### src/rtl/esm_pkg.sv
// ESM shared types and constants for the status-report path.
// Header layout, error flags and decoder FSM states.
package esm_pkg;

  localparam logic [31:0] esm_report_magic_num = 32'h4553_4D52;
  localparam logic [7:0] esm_report_message_type_status = 8'h01;

  localparam int ESM_STATUS_REPORT_HEADER_WORDS = 7;

  typedef struct packed {
    logic [31:0] magic;
    logic [31:0] seq_num;
    logic [7:0]  module_id;
    logic [7:0]  message_type;
    logic [15:0] pad;
    logic [31:0] enables;
    logic [31:0] status;
    logic [63:0] timestamp;
  } esm_status_report_header_t;

  typedef struct packed {
    logic magic;
    logic type_id;
    logic length;
    logic seq;
    logic padding;
  } esm_status_report_err_t;

  typedef enum logic [1:0] {
    S_HEADER,
    S_PADDING,
    S_DRAIN
  } esm_decoder_state_t;

endpackage

### src/rtl/esm_status_report_decoder_if.sv
// Stream-in / report-out handshake bundle of the status-report decoder.
// slave = decoder side, master = stream source and report consumer.
interface esm_status_report_decoder_if #(
  parameter int DW = 32
);

  logic          Axis_valid;
  logic          Axis_ready;
  logic [DW-1:0] Axis_data;
  logic          Axis_last;

  logic          Report_valid;
  logic          Report_ready;
  logic [31:0]   Report_seq_num;
  logic [31:0]   Report_enables;
  logic [31:0]   Report_status;
  logic [63:0]   Report_timestamp;

  modport master (
    output Axis_valid, Axis_data, Axis_last,
    output Report_ready,
    input  Axis_ready,
    input  Report_valid, Report_seq_num,
    input  Report_enables, Report_status,
    input  Report_timestamp
  );

  modport slave (
    input  Axis_valid, Axis_data, Axis_last,
    input  Report_ready,
    output Axis_ready,
    output Report_valid, Report_seq_num,
    output Report_enables, Report_status,
    output Report_timestamp
  );

endinterface

### src/rtl/esm_report_err_counter.sv
// Saturating error counter, one per decoder error class.
// Sticks at all-ones instead of wrapping.
module esm_report_err_counter #(
  parameter int W = 16
) (
  input  logic         Clk,
  input  logic         Rst_n,
  input  logic         inc,
  output logic [W-1:0] count
);

  // count up on each flagged packet, hold at all-ones
  always_ff @(posedge Clk or negedge Rst_n) begin
    if (!Rst_n) begin
      count <= '0;
    end else if (inc && (count != '1)) begin
      count <= count + W'(1);
    end
  end

endmodule

### src/rtl/esm_status_report_decoder.sv
// ESM status-report stream decoder with saturating error counters.
// Padding check enabled by ESM_REPORT_DECODER_PADDING_CHECK_EN.
module esm_status_report_decoder
  import esm_pkg::*;
#(
  parameter int AXI_DATA_WIDTH       = 32,
  parameter int MODULE_ID            = 99,
  parameter int MAX_WORDS_PER_PACKET = 64,
  parameter int COUNTER_WIDTH        = 16
) (
  input  logic                     Clk,
  input  logic                     Rst_n,
  esm_status_report_decoder_if.slave bus,
  output logic [COUNTER_WIDTH-1:0] Err_magic_count,
  output logic [COUNTER_WIDTH-1:0] Err_type_count,
  output logic [COUNTER_WIDTH-1:0] Err_length_count,
  output logic [COUNTER_WIDTH-1:0] Err_seq_count,
  output logic [COUNTER_WIDTH-1:0] Err_padding_count
);

  localparam int IW = $clog2(MAX_WORDS_PER_PACKET);
  localparam logic [IW-1:0] LAST_IDX =
    IW'(MAX_WORDS_PER_PACKET - 1);
  localparam logic [IW-1:0] HDR_LAST =
    IW'(ESM_STATUS_REPORT_HEADER_WORDS - 1);
  localparam logic [7:0] MID = 8'(MODULE_ID);

  esm_decoder_state_t state_q, state_d;
  logic [IW-1:0] idx_q, idx_d;
  esm_status_report_header_t shadow_q;
  esm_status_report_err_t err;

  logic [AXI_DATA_WIDTH-1:0] word;
  logic        live_q, pending_q;
  logic        pad_bad_q, pad_word_bad;
  logic        seq_locked_q;
  logic [31:0] seq_exp_q;
  logic        beat, commit, good;
  logic        magic_ok, type_ok, pad_ok;

  logic [31:0] seq_q, en_q, st_q;
  logic [63:0] ts_q;

  assign word = bus.Axis_data;
  assign beat = bus.Axis_valid && bus.Axis_ready;

  assign bus.Axis_ready       = live_q && !pending_q;
  assign bus.Report_valid     = pending_q;
  assign bus.Report_seq_num   = seq_q;
  assign bus.Report_enables   = en_q;
  assign bus.Report_status    = st_q;
  assign bus.Report_timestamp = ts_q;

  // next state, word index, commit and per-class error flags
  always_comb begin
    state_d      = state_q;
    idx_d        = idx_q;
    commit       = 1'b0;
    err          = '0;
    pad_word_bad = 1'b0;
`ifdef ESM_REPORT_DECODER_PADDING_CHECK_EN
    pad_word_bad = (word != '0);
`endif
    if (beat) begin
      unique case (state_q)
        S_HEADER: begin
          if (bus.Axis_last) begin
            err.length = 1'b1;
            idx_d      = '0;
          end else begin
            idx_d = idx_q + IW'(1);
            if (idx_q == HDR_LAST) state_d = S_PADDING;
          end
        end
        S_PADDING: begin
          if (bus.Axis_last) begin
            state_d = S_HEADER;
            idx_d   = '0;
            if (idx_q == LAST_IDX) commit = 1'b1;
            else err.length = 1'b1;
          end else if (idx_q == LAST_IDX) begin
            err.length = 1'b1;
            state_d    = S_DRAIN;
            idx_d      = '0;
          end else begin
            idx_d = idx_q + IW'(1);
          end
        end
        S_DRAIN: begin
          if (bus.Axis_last) begin
            state_d = S_HEADER;
            idx_d   = '0;
          end
        end
        default: state_d = S_HEADER;
      endcase
    end
    magic_ok = (shadow_q.magic == esm_report_magic_num);
    type_ok  = (shadow_q.message_type ==
                esm_report_message_type_status) &&
               (shadow_q.module_id == MID);
    // the last beat is itself a padding word
    pad_ok   = !(pad_bad_q || pad_word_bad);
    good     = commit && magic_ok && type_ok && pad_ok;
    if (commit) begin
      err.magic   = !magic_ok;
      err.type_id = !type_ok;
      err.padding = !pad_ok;
    end
    err.seq = good && seq_locked_q &&
              (shadow_q.seq_num != seq_exp_q);
  end

  // FSM state, index and padding-violation tracking
  always_ff @(posedge Clk or negedge Rst_n) begin
    if (!Rst_n) begin
      state_q   <= S_HEADER;
      idx_q     <= '0;
      live_q    <= 1'b0;
      pad_bad_q <= 1'b0;
    end else begin
      live_q  <= 1'b1;
      state_q <= state_d;
      idx_q   <= idx_d;
      if (beat && bus.Axis_last) begin
        pad_bad_q <= 1'b0;
      end else if (beat && state_q == S_PADDING) begin
        pad_bad_q <= pad_bad_q | pad_word_bad;
      end
    end
  end

  // header words land in the shadow as they arrive
  always_ff @(posedge Clk or negedge Rst_n) begin
    if (!Rst_n) begin
      shadow_q <= '0;
    end else if (beat && state_q == S_HEADER) begin
      unique case (1'b1)
        (idx_q == IW'(0)): shadow_q.magic   <= word[31:0];
        (idx_q == IW'(1)): shadow_q.seq_num <= word[31:0];
        (idx_q == IW'(2)): begin
          shadow_q.module_id    <= word[31:24];
          shadow_q.message_type <= word[23:16];
          shadow_q.pad          <= word[15:0];
        end
        (idx_q == IW'(3)): shadow_q.enables <= word[31:0];
        (idx_q == IW'(4)): shadow_q.status  <= word[31:0];
        (idx_q == IW'(5)):
          shadow_q.timestamp[63:32] <= word[31:0];
        (idx_q == IW'(6)):
          shadow_q.timestamp[31:0] <= word[31:0];
        default: ;
      endcase
    end
  end

  // report registers, pending flag and sequence tracker
  always_ff @(posedge Clk or negedge Rst_n) begin
    if (!Rst_n) begin
      pending_q    <= 1'b0;
      seq_locked_q <= 1'b0;
      seq_exp_q    <= '0;
      seq_q        <= '0;
      en_q         <= '0;
      st_q         <= '0;
      ts_q         <= '0;
    end else if (good) begin
      pending_q    <= 1'b1;
      seq_locked_q <= 1'b1;
      seq_exp_q    <= shadow_q.seq_num + 32'd1;
      seq_q        <= shadow_q.seq_num;
      en_q         <= shadow_q.enables;
      st_q         <= shadow_q.status;
      ts_q         <= shadow_q.timestamp;
    end else if (pending_q && bus.Report_ready) begin
      pending_q <= 1'b0;
    end
  end

  esm_report_err_counter #(.W(COUNTER_WIDTH)) u_cnt_magic (
    .Clk(Clk), .Rst_n(Rst_n),
    .inc(err.magic), .count(Err_magic_count)
  );

  esm_report_err_counter #(.W(COUNTER_WIDTH)) u_cnt_type (
    .Clk(Clk), .Rst_n(Rst_n),
    .inc(err.type_id), .count(Err_type_count)
  );

  esm_report_err_counter #(.W(COUNTER_WIDTH)) u_cnt_length (
    .Clk(Clk), .Rst_n(Rst_n),
    .inc(err.length), .count(Err_length_count)
  );

  esm_report_err_counter #(.W(COUNTER_WIDTH)) u_cnt_seq (
    .Clk(Clk), .Rst_n(Rst_n),
    .inc(err.seq), .count(Err_seq_count)
  );

  // never increments when the padding check is compiled out
  esm_report_err_counter #(.W(COUNTER_WIDTH)) u_cnt_padding (
    .Clk(Clk), .Rst_n(Rst_n),
    .inc(err.padding), .count(Err_padding_count)
  );

endmodule
### src/flat_wrapper.sv
// flat-port wrapper written by rule: the top's interface ports become plain ports
module esm_status_report_decoder_flat import esm_pkg::*;
#(
  parameter int AXI_DATA_WIDTH       = 32,
  parameter int MODULE_ID            = 99,
  parameter int MAX_WORDS_PER_PACKET = 64,
  parameter int COUNTER_WIDTH        = 16
)
  (Clk, Rst_n, Err_magic_count, Err_type_count, Err_length_count, Err_seq_count, Err_padding_count, bus_Axis_valid, bus_Axis_data, bus_Axis_last, bus_Report_ready, bus_Axis_ready, bus_Report_valid, bus_Report_seq_num, bus_Report_enables, bus_Report_status, bus_Report_timestamp);
  esm_status_report_decoder_if bus_i ();
  input  logic Clk;
  input  logic Rst_n;
  output logic [COUNTER_WIDTH-1:0] Err_magic_count;
  output logic [COUNTER_WIDTH-1:0] Err_type_count;
  output logic [COUNTER_WIDTH-1:0] Err_length_count;
  output logic [COUNTER_WIDTH-1:0] Err_seq_count;
  output logic [COUNTER_WIDTH-1:0] Err_padding_count;
  input wire logic [$bits(bus_i.Axis_valid)-1:0] bus_Axis_valid;
  input wire logic [$bits(bus_i.Axis_data)-1:0] bus_Axis_data;
  input wire logic [$bits(bus_i.Axis_last)-1:0] bus_Axis_last;
  input wire logic [$bits(bus_i.Report_ready)-1:0] bus_Report_ready;
  output wire logic [$bits(bus_i.Axis_ready)-1:0] bus_Axis_ready;
  output wire logic [$bits(bus_i.Report_valid)-1:0] bus_Report_valid;
  output wire logic [$bits(bus_i.Report_seq_num)-1:0] bus_Report_seq_num;
  output wire logic [$bits(bus_i.Report_enables)-1:0] bus_Report_enables;
  output wire logic [$bits(bus_i.Report_status)-1:0] bus_Report_status;
  output wire logic [$bits(bus_i.Report_timestamp)-1:0] bus_Report_timestamp;
  assign bus_i.Axis_valid = bus_Axis_valid;
  assign bus_i.Axis_data = bus_Axis_data;
  assign bus_i.Axis_last = bus_Axis_last;
  assign bus_i.Report_ready = bus_Report_ready;
  assign bus_Axis_ready = bus_i.Axis_ready;
  assign bus_Report_valid = bus_i.Report_valid;
  assign bus_Report_seq_num = bus_i.Report_seq_num;
  assign bus_Report_enables = bus_i.Report_enables;
  assign bus_Report_status = bus_i.Report_status;
  assign bus_Report_timestamp = bus_i.Report_timestamp;
  esm_status_report_decoder #(.AXI_DATA_WIDTH(AXI_DATA_WIDTH), .MODULE_ID(MODULE_ID), .MAX_WORDS_PER_PACKET(MAX_WORDS_PER_PACKET), .COUNTER_WIDTH(COUNTER_WIDTH)) u_core (.Clk(Clk), .Rst_n(Rst_n), .bus(bus_i), .Err_magic_count(Err_magic_count), .Err_type_count(Err_type_count), .Err_length_count(Err_length_count), .Err_seq_count(Err_seq_count), .Err_padding_count(Err_padding_count));
endmodule
### config.mk
export PLATFORM = sky130hd
export DESIGN_NAME = esm_status_report_decoder_flat
export DESIGN_NICKNAME = d
export VERILOG_FILES = /design/src/rtl/esm_pkg.sv /design/src/rtl/esm_status_report_decoder_if.sv /design/src/rtl/esm_report_err_counter.sv /design/src/rtl/esm_status_report_decoder.sv /design/src/flat_wrapper.sv
export SDC_FILE = /design/constraint.sdc
export NUM_CORES = 1
export LEC_CHECK = 0
export ABC_AREA = 1
export CAP_MARGIN = 5
export CORE_MARGIN = 8
export CORE_UTILIZATION = 59
export DETAILED_ROUTE_END_ITERATION = 7
export PLACE_DENSITY = 0.95
export SKIP_LAST_GASP = 1
export SLEW_MARGIN = 5
export SYNTH_ARGS = -nofsm -noshare
export SYNTH_HDL_FRONTEND = slang
export SYNTH_SLANG_ARGS = --single-unit
### constraint.sdc
create_clock -name Clk -period 5.5 [get_ports Clk]
set_clock_uncertainty 0.1 [all_clocks]
set_input_delay 1.1 -clock Clk [delete_from_list [all_inputs] [get_ports Clk]]
set_output_delay 1.1 -clock Clk [all_outputs]
set_load 0.03 [all_outputs]
# After elaboration in Yosys (flattened, before gate mapping)
# Index checks and enable logic that the tools add are counted.
dict set report word_totals {
  register_bits 475
  out_inout_bits 242
  word_cells 101
}
dict set report op_classes {
  add_sub_neg 6
  eq_ne 21
  n_mux 23
  n_reduce_logical 29
}
# operator n
set op_table {}
lappend op_table {{adder 16 x 1 -> 16 bit, second input constant} 4}
lappend op_table {{!= test 16 bit, second input constant} 4}
lappend op_table {{adder 32 x 1 -> 32 bit, second input constant} 1}
lappend op_table {{== test 32 x 31 -> 1 bit, second input constant} 1}
lappend op_table {{!= test 32 bit} 1}
lappend op_table {{two-way mux 6 bit} 4}
lappend op_table {{== test 6 x 3 -> 1 bit, second input constant} 3}
lappend op_table {{one-hot mux 6 bit (3 select lines)} 1}
lappend op_table {{AND reduction 2 bit} 7}
lappend op_table {{logical AND 1 bit} 13}
lappend op_table {{== test 6 x 2 -> 1 bit, second input constant} 2}
lappend op_table {{two-way mux 2 bit} 6}
lappend op_table {{two-way mux 1 bit} 10}
lappend op_table {{== test 8 x 1 -> 1 bit, second input constant} 1}
lappend op_table {{== test 8 x 7 -> 1 bit, second input constant} 1}
lappend op_table {{adder 6 x 1 -> 6 bit, second input constant} 1}
lappend op_table {{== test 6 x 1 -> 1 bit, second input constant} 1}
lappend op_table {{== test 6 bit, second input constant} 1}
lappend op_table {{zero test 6 bit} 1}
lappend op_table {{one-hot mux 2 bit (3 select lines)} 1}
lappend op_table {{AND reduction 5 bit} 1}
lappend op_table {{!= test 2 bit, second input constant} 2}
lappend op_table {{zero test 1 bit} 3}
lappend op_table {{!= test 3 x 2 -> 1 bit, second input constant} 1}
lappend op_table {{other kinds (8)} 8}

# Longest topological paths before layout
dict set report depth {
  ltp_word 10
  ltp_mapped 14
  mapped_depth_nobuf 13
}

# Hierarchy
# From an unflattened synthesis, not the netlist that was laid out.
dict set report hier_totals {
  cells_unflattened 2802
  hier_area_um2 22601.7
}
# module n_inst cells_each area_each_um2
set modules_own_cells {}
lappend modules_own_cells {esm_status_report_decoder 1 2057 17309.1}
lappend modules_own_cells {esm_report_err_counter 5 149 1058.5}

# Worst setup path before layout
# OpenSTA, ideal clock, no wires.
dict set report synth_timing {
  path_kind {in2reg}
  start {input bus_Axis_last}
  end {register u_core.seq_exp_q[14]}
  setup_time_ns 0.123
  arrival_ns 2.179
  required_time_ns 5.277
  slack_ns 3.098
  path_stages 11
  path_cell_list {ha_1 nand2_1 nor2_4 nand3_2 inv_2 nand2_1 buf_2 buf_6 buf_6 nand2_1 nand2_1}
}
dict set report synth_via {
  elab_chain_cells 5
}
# element line
set synth_lines {}
lappend synth_lines {{start: declaration} flat_wrapper.sv:20} ;# input wire logic [$bits(bus_i.Axis_last)-1:0] bus_Axis_last;
lappend synth_lines {{two-way mux 1 bit} esm_status_report_decoder.sv:76} ;# if (bus.Axis_last) begin
lappend synth_lines {{two-way mux 1 bit} esm_status_report_decoder.sv:65} ;# unique case (state_q)
lappend synth_lines {{two-way mux 1 bit} esm_status_report_decoder.sv:64} ;# if (beat) begin
lappend synth_lines {{logical AND 1 bit (2 in series)} esm_status_report_decoder.sv:104} ;# good = commit && magic_ok && type_ok && pad_ok;
lappend synth_lines {{end signal: assignment} esm_status_report_decoder.sv:170} ;# seq_exp_q <= shadow_q.seq_num + 32'd1;
lappend synth_lines {{end: declaration} esm_status_report_decoder.sv:37} ;# logic [31:0] seq_exp_q;
# Every way passes these cells.
# A chain may end at the register's enable or synchronous reset.

# Worst setup path after layout
dict set report layout_timing {
  start {input bus_Axis_last}
  end {register u_core.ts_q[14] (netlist: u_core.bus.Report_timestamp[14])}
}
dict set report layout_via {
  elab_chain_cells 5
}
# element line
set layout_lines {}
lappend layout_lines {{two-way mux 1 bit} esm_status_report_decoder.sv:76}
lappend layout_lines {{two-way mux 1 bit} esm_status_report_decoder.sv:65}
lappend layout_lines {{two-way mux 1 bit} esm_status_report_decoder.sv:64}
lappend layout_lines {{logical AND 1 bit (2 in series)} esm_status_report_decoder.sv:104}
lappend layout_lines {{end signal: assignment} esm_status_report_decoder.sv:174} ;# ts_q <= shadow_q.timestamp;
lappend layout_lines {{end: declaration} esm_status_report_decoder.sv:42} ;# logic [63:0] ts_q;
# Every way passes these cells.

==> results.cfg <==
[floorplan]
start_util_pct = 59.3
die_x_um = 201
std_cell_rows = 68
die_h_um = 201
ios = 279
dieArea_mm2 = 0.0405
core_region_area_mm2 = 0.0342

[finish]
final_cell_mix = 911 x nand2_1, 475 x dfrtp_1, 274 x o21ai_0
final_area_mm2 = 0.0246
finalNetCount = 2592
n_antenna_cell = 0
syn2layout_area_growth_pct = 21.6
multiInputGateArea_mm2 = 0.00726
seqCellArea_mm2 = 0.0119
drive_gt1_share_pct = 4.31
layout_commonest_cell = nand2_1
fill_cells = 2399

[timing]
fin_crit_sh_pct = 62.2
slew_headroom_pct = 18.2
rsz0062_at_grt = no
drv_slew = 0
setup-tns-final_ns = 0
hold_viol_final = 0
max_freq_ghz = 0.292
setup_viol = 0
finalCriticalPeriod_ns = 3.42
tightestPinTransition_ns = 1.23

[worst_setup_path]
cp_slowest_cell = nor2_4
cpMostUsedCell = nand2_1
path_cells = clkdlybuf4s50_1, ha_1, nand2_1, nor2_4, nand3_2, nor2_4, buf_4, nand2_1, nand2_1
cp.arrival_ns = 3.83
cp_num_buf_inv = 2
path_class = primary input to flop
required_ns = 5.91
max_stage_delay_ns = 0.65
startpoint_type = primary input
r2r_slack_ns = 2.25
end_kind = flop
critPathTopFamily = simple AND/OR/NAND/NOR gates
crit_fanout = 48

[cts]
numCtsBuffers = 47
htreeDepth = 2
cts_hold_buf = 0
clock_latency_ns = 0.58
clk_path_buf_depth = 3
path_clk_slew_ns = 0.07
cts_tree = yes
cts_resized = 0
cts_root_buf = clkbuf_16
cts.sink_count = 475
post-cts-setup-buffers = 0

[global_route]
overflow = 0
grt_pass1_vias = 17100
grt_use_total_pct = 27.0
antenna_found_initial = 1
grt_pass1_wl_um = 89900
grt_max_degree = 142

[routing]
wl_per_cell_um = 18.2
drt-initial-drc-count = 1679
routed_via_density = 5.58
num_vias = 16900
postRouteAntennaNets = 0
wl_um = 55100
drc = 0
dr.pass1.iters = 5

[run_status]
status = complete, no violations

[yosys]
synth_top_area_share_pct = 58.6
synth_top_area_cell = dfrtp_1
syn-instance-count = 2317
synthDistinctLibCells = 32
ys_seq_area_share_pct = 58.6
synth_area_leaders = dfrtp_1 59%, nand2_1 17%, o21ai_0 6.8%
ys_warn_count = 0
syn-cell-area_mm2 = 0.0203
synth_seq_cells = 475
syn_avg_cell_area_um2 = 8.75

[power_and_ir_drop]
p_clk_share_pct = 34.5
p_per_area_mw_per_mm2 = 390
p_leak_nw = 12.0
sequentialPowerShare_pct = 49.4
comb_power_share_pct = 16.1
vdd_drop_max_v = 0.000257
power.internal_w = 0.00663
switching_share_pct = 30.9
power_w = 0.00960
power_switching_w = 0.00297

[min_path]
hp-class = flop to flop

[placement]
portBuffers = 262
place_area_mm2 = 0.0230
dp_hpwl_um = 36500
routabilityCongestion = 0.893

[job]
cap_violations = 0
per-stage QoR:
stage               setup WS [ns]  instances  utilization, %  hold WS (ns)
floorplan                    3.10       2332               -         0.342
global route                 1.85       3030            72.1         0.385
CTS                          2.10       3030            72.1         0.372
detailed placement           1.58       2948            67.4         0.357
finish                       2.08       3030            72.1         0.365
global placement             1.73       2948            67.4         0.348
worst paths after layout:
kind,from,endpoint,depth (start not counted)
max in group asynchronous,Rst_n,u_core.shadow_q[182],2
max,bus_Axis_last,u_core.bus.Report_timestamp[14],9
max reg2reg,u_core.idx_q[0],u_core.bus.Report_timestamp[14],11
min in group asynchronous,Rst_n,u_core.u_cnt_type.count[3],1
min reg2reg,u_core.shadow_q[19],u_core.bus.Report_timestamp[19],2
min,u_core.shadow_q[19],u_core.bus.Report_timestamp[19],2
synthesized netlist by cell type, drive strengths merged:
cell type  instances
xnor2             46
dfrtp            475
nor4               4
clkbuf            57
nand3             46
clkinv             1
xor2              56
o21a               1
and3               2
o21ai            276
nand3b             4
a21oi              9
o211ai             2
nor3b              1
ha                13
nor3              38
nand4             30
nand2            918
buf               52
inv              156
conb               2
nor2             128
flip-flops by register name, indices dropped and copies added, names as in the netlist, 6 cells and up:
| signal | flops |
|---|---|
| u_core.bus.Report_enables | 32 |
| u_core.bus.Report_seq_num | 32 |
| u_core.bus.Report_status | 32 |
| u_core.bus.Report_timestamp | 64 |
| u_core.idx_q | 6 |
| u_core.seq_exp_q | 32 |
| u_core.shadow_q | 208 |
| u_core.u_cnt_length.count | 16 |
| u_core.u_cnt_magic.count | 16 |
| u_core.u_cnt_seq.count | 16 |
| u_core.u_cnt_type.count | 16 |
worst reg2reg max path: stages (launching register included):
cell     delay [ns]
dfrtp_1        0.42
ha_1           0.31
nand3_1        0.18
nor2_1         0.13
ha_1           0.15
nand2_1        0.08
nor2_4         0.18
nand3_2        0.14
nor2_4         0.66
buf_4          0.59
nand2_1        0.18
nand2_1        0.09
metal layers:
layer | share of wire [%] | track usage, % | vias to the layer above
met3 | 8.4 | 5.36 | 153
met2 | 48 | 43.5 | 885
li1 | - | - | 7697
met1 | 41 | 36.4 | 8185
met5 | 0 | 0 | -
met4 | 3.2 | 9.03 | 0
cell type report:
class	count	area share, %
timing repair buffer	270	11.1
inverter	157	2.39
tap	455	2.31
sequential	475	48.2
clock buffer	54	5.12
multi-input combinational	1591	29.5
clock inverter	28	1.37
power groups by stage:
stage	combinational, W	sequential (W)	clock, W
CTS	0.00154	0.00471	0.00335
global placement	0.00139	0.00470	0
finish	0.00155	0.00474	0.00331
detailed placement	0.00151	0.00475	0
global route	0.00178	0.00480	0.00348
floorplan	0.00111	0.00458	0
kinds of logic (layout without fill, tap and decap cells):
family	after synthesis	after routing	share of synthesized area, %
and+or+nand+nor	1171	1171	23.0
DFF	475	475	58.6
AOI/OAI and AO/OA	288	288	7.15
buffers and inverters	266	509	5.93
xor gates and xnor gates	102	102	4.41
adders and majority gates	13	13	0.802
other	2	17	0.0370
Power figures use the tool's default switching activity.
